### config.mk
export PLATFORM = sky130hd
export DESIGN_NAME = bcd_bin_seq_ctrl
export DESIGN_NICKNAME = d
export VERILOG_FILES = /design/src/rtl/bcd_bin_seq_ctrl.sv
export SDC_FILE = /design/constraint.sdc
export NUM_CORES = 1
export LEC_CHECK = 0
export ABC_CLOCK_PERIOD_IN_PS = 3300
export BUFFER_PORTS_ARGS = -buffer_cell sky130_fd_sc_hd__buf_2
export CAP_MARGIN = 10
export CORE_MARGIN = 4
export CORE_UTILIZATION = 57
export DETAILED_ROUTE_END_ITERATION = 12
export PLACE_DENSITY_LB_ADDON = 0.15
export SLEW_MARGIN = 20
export SYNTH_ARGS = -nofsm -noshare
export SYNTH_HDL_FRONTEND = slang
export SYNTH_SLANG_ARGS = --single-unit
### constraint.sdc
create_clock -name clk -period 3.3 [get_ports clk]
set_clock_uncertainty 0.1 [all_clocks]
set_input_delay 0.66 -clock clk [delete_from_list [all_inputs] [get_ports clk]]
set_output_delay 0.66 -clock clk [all_outputs]
set_load 0.01 [all_outputs]
### src/rtl/bcd_bin_seq_ctrl.sv
`default_nettype none
// ============================================================================
// Module   : bcd_bin_seq_ctrl
// Brief    : Sequential NDIG-digit packed-BCD to binary converter, MS digit
//            first, with valid/ready handshakes on both sides.
// Revision : 1.0 - initial release
// ============================================================================
module bcd_bin_seq_ctrl #(
  parameter int NDIG = 4,
  parameter int BW   = 14
) (
  input  logic              clk,
  input  logic              rst_n,
  input  logic              in_valid,
  output logic              in_ready,
  input  logic [4*NDIG-1:0] bcd_in,
  output logic              out_valid,
  input  logic              out_ready,
  output logic [BW-1:0]     binary,
  output logic              err,
  output logic              busy
);

  localparam int             c_cnt_w = (NDIG > 1) ? $clog2(NDIG) : 1;
  localparam logic [c_cnt_w-1:0] c_last = c_cnt_w'(NDIG - 1);

  typedef enum logic [1:0] {
    S_IDLE = 2'd0,
    S_CONV = 2'd1,
    S_DONE = 2'd2
  } state_t;

  state_t              r_state;
  state_t              w_state_next;
  logic [4*NDIG-1:0]   r_shift;
  logic [BW-1:0]       r_acc;
  logic [c_cnt_w-1:0]  r_cnt;
  logic                r_err_int;
  logic [BW-1:0]       r_binary;
  logic                r_err;
  logic [3:0]          w_digit;
  logic [BW-1:0]       w_acc_next;
  logic                w_err_next;
  logic                w_last;

  assign w_digit    = r_shift[4*NDIG-1 -: 4];
  assign w_acc_next = (r_acc << 3) + (r_acc << 1) + BW'(w_digit);
  assign w_err_next = r_err_int | (w_digit > 4'd9);
  assign w_last     = (r_cnt == c_last);

  always_ff @(posedge clk or negedge rst_n) begin
    if (!rst_n) begin
      r_state <= S_IDLE;
    end else begin
      r_state <= w_state_next;
    end
  end

  // Handshake outputs decode state only, so no input-to-output comb paths.
  always_comb begin
    w_state_next = r_state;
    in_ready     = 1'b0;
    out_valid    = 1'b0;
    busy         = 1'b0;
    case (r_state)
      S_IDLE: begin
        in_ready = 1'b1;
        if (in_valid) w_state_next = S_CONV;
      end
      S_CONV: begin
        busy = 1'b1;
        if (w_last) w_state_next = S_DONE;
      end
      S_DONE: begin
        busy      = 1'b1;
        out_valid = 1'b1;
        if (out_ready) w_state_next = S_IDLE;
      end
      default: w_state_next = S_IDLE;
    endcase
  end

  // Result registers are loaded only on the final digit so they hold between words.
  always_ff @(posedge clk or negedge rst_n) begin
    if (!rst_n) begin
      r_shift   <= '0;
      r_acc     <= '0;
      r_cnt     <= '0;
      r_err_int <= 1'b0;
      r_binary  <= '0;
      r_err     <= 1'b0;
    end else begin
      case (r_state)
        S_IDLE: begin
          if (in_valid) begin
            r_shift   <= bcd_in;
            r_acc     <= '0;
            r_cnt     <= '0;
            r_err_int <= 1'b0;
          end
        end
        S_CONV: begin
          r_acc     <= w_acc_next;
          r_shift   <= r_shift << 4;
          r_err_int <= w_err_next;
          r_cnt     <= r_cnt + 1'b1;
          if (w_last) begin
            r_binary <= w_acc_next;
            r_err    <= w_err_next;
          end
        end
        default: ;
      endcase
    end
  end

  assign binary = r_binary;
  assign err    = r_err;

endmodule
`default_nettype wire

==> metrics.yaml <==
cts_buffers: 5
path_class: "reg -> reg"
post-route-min-period_ps: 2700
drc_errors: 0
yosysWarnings: 0
wire_per_inst_um: 15.9
layout.nets: 348
yosysTopAreaCellShare: 0.448
drv_slew: 0
p_leak_uw: 0.00160
grt_pass1_vias: 2021
firstDrtPassIters: 4
synthTopCellsByArea: "dfrtp_1 45%, ha_1 12%, o21ai_0 4.9%, nand2_1 4.7%, mux2i_1 4.4%"
ys_seq_area_frac: 0.448
async_reset_ff_frac: 1.00
peakVddDrop_v: 0.000549
antenna_cells: 0
end_kind: "register"
path_max_fanout: 2
dieArea_sq_um: 5980
relSlewSlack: 0.415
synth_area_sq_um: 2740
drtAntennaViolNets: 0
power_uw: 3240
regArea_sq_um: 1230
nFillCells: 345
grt_setup_unrepaired: "false"
required_ps: 3360
start_util: 0.608
yosys-top-cells-count: "49 x dfrtp_1, 34 x nand2_1, 27 x o21ai_0"
hold_violations: 0
cts_resized: 0
clockRootBuffer: "clkbuf_8"
core_sq_um: 4500
cts.clk_slew.worst_paths_ps: 90
cts.sinks: 49
tightestPinTransition_ps: 875
synth-edff-count: 0
via_per_inst: 5.74
area_delta_synth_final_pct: 11.9
rrSetupSlack_ps: 600
antenna_found_initial: 0
first_iter_violations: 141
ys_types: 37
outcome: "completed"
vias: 2022
wirelength_mm: 5.59
gp_congestion: 0.853
period_share: 0.817
ys_seq_elements: 49
place_hpwl_mm: 4.10
globalRouteOverflowTotal: 0
yosysMostFrequentCell: "dfrtp_1"
synth.avg_cell_area_sq_um: 10.4
grt_max_degree: 40
cts_buffer_depth: 2
drv_cap: 0
synthFlopType: "dfrtp_1"
setup_viol: 0
drive_above_1_share: 0.203
io_pins: 38
io_buffers: 37
die_h_um: 77.3
h-tree-depth: 2
fmax_mhz: 371
post_cts_buffers: 0
grt_usage: 0.203
yosysTopAreaCell: "dfrtp_1"
multi_input_area_sq_um: 1420
syn_inst: 264
tns_ps: 0
die-width_um: 77.3
cts_tree: "yes"
startpoint_type: "register"
core.rowCount: 24
syn_nets: 312
utilization: 0.681
hold_buffers: 0
min_path_type: "in -> async"
grt_first_pass_wirelength_mm: 9.71
critPathArrivalTime_ps: 2750
powerDensity_nw_per_um2: 1060
insertion_delay_ps: 300
## per-layer routing
layer,global-route usage,up-vias,part of all wire
li1,-,1010,-
met1,0.297,951,0.48
met2,0.313,59,0.46
met3,0.0281,2,0.057
met4,0.0623,0,0.0034
met5,0,-,0
## layout by cell type, fill, tap and decap left out, drive strengths merged
cell,count
dfrtp,49
o31ai,3
nand4,3
a31oi,1
ha,26
bufinv,1
fa,2
a22oi,4
a211o,3
nor2b,2
nand2,34
and2,1
buf,40
o21a,2
nand4b,1
clkbuf,5
o21ai,29
xnor2,6
a21oi,16
inv,12
o211a,2
nand2b,1
mux2i,12
xor2,5
nor2,10
a22o,10
a21o,5
nor3,1
clkinv,1
mux2,9
a211oi,3
nand3,1
## final timing paths
kind | cells past startpoint | endpoint | from
max | 9 | binary[13]$_DFFE_PN0P_ | r_shift[15]$_DFFE_PN0P_
min | 1 | binary[10]$_DFFE_PN0P_ | rst_n
max reg2reg | 9 | binary[13]$_DFFE_PN0P_ | r_shift[15]$_DFFE_PN0P_
min reg2reg | 2 | binary[4]$_DFFE_PN0P_ | binary[4]$_DFFE_PN0P_
max in group asynchronous | 2 | r_acc[0]$_DFFE_PN0P_ | rst_n
min in group clk | 2 | binary[4]$_DFFE_PN0P_ | binary[4]$_DFFE_PN0P_
## per-stage QoR
stage,hold WS (ps),cells,cell area [sq um],worst slack (ps)
after global routing,291,352,3070,454
after detailed placement,365,345,2960,607
after floorplan,264,264,2740,774
after CTS,260,352,3070,595
final,241,352,3070,605
after global placement,355,345,2960,687
## state kept, by name (all words and copies together) (netlist names)
signal and flops:
err 1, r_err_int 1, r_shift 16, r_acc 13
r_cnt 2, binary 14, r_state 2
## kinds of logic after synthesis
group,count (synthesis),synth area share
xor+xnor,11,0.0352
compound gates,78,0.184
fa+ha+maj,28,0.133
simple gates,54,0.0831
buf+inv,23,0.0361
flops,49,0.448
mux,21,0.0809
## layout make-up
class,count,share of cell area
Clock inverter,2,0.0114
Sequential cell,49,0.400
Tap cell,52,0.0212
Clock buffer,5,0.0224
Multi-Input combinational cell,192,0.462
Inverter,12,0.0147
Timing Repair Buffer,40,0.0678
## critical path, stage by stage (launching register included)
cell and delay [ps]:
dfrtp_1 350, inv_1 70, fa_1 600, inv_1 60
ha_1 300, a211o_1 320, a211o_1 320, a211oi_2 200
xnor2_1 150, o21ai_1 80
## where the power goes
part           leakage, uW  internal (uW)  switching (uW)
sequential        0.000627            865             165
clock            0.0000540            221             199
combinational     0.000923            751            1040
(Power assumes the default switching activity.)
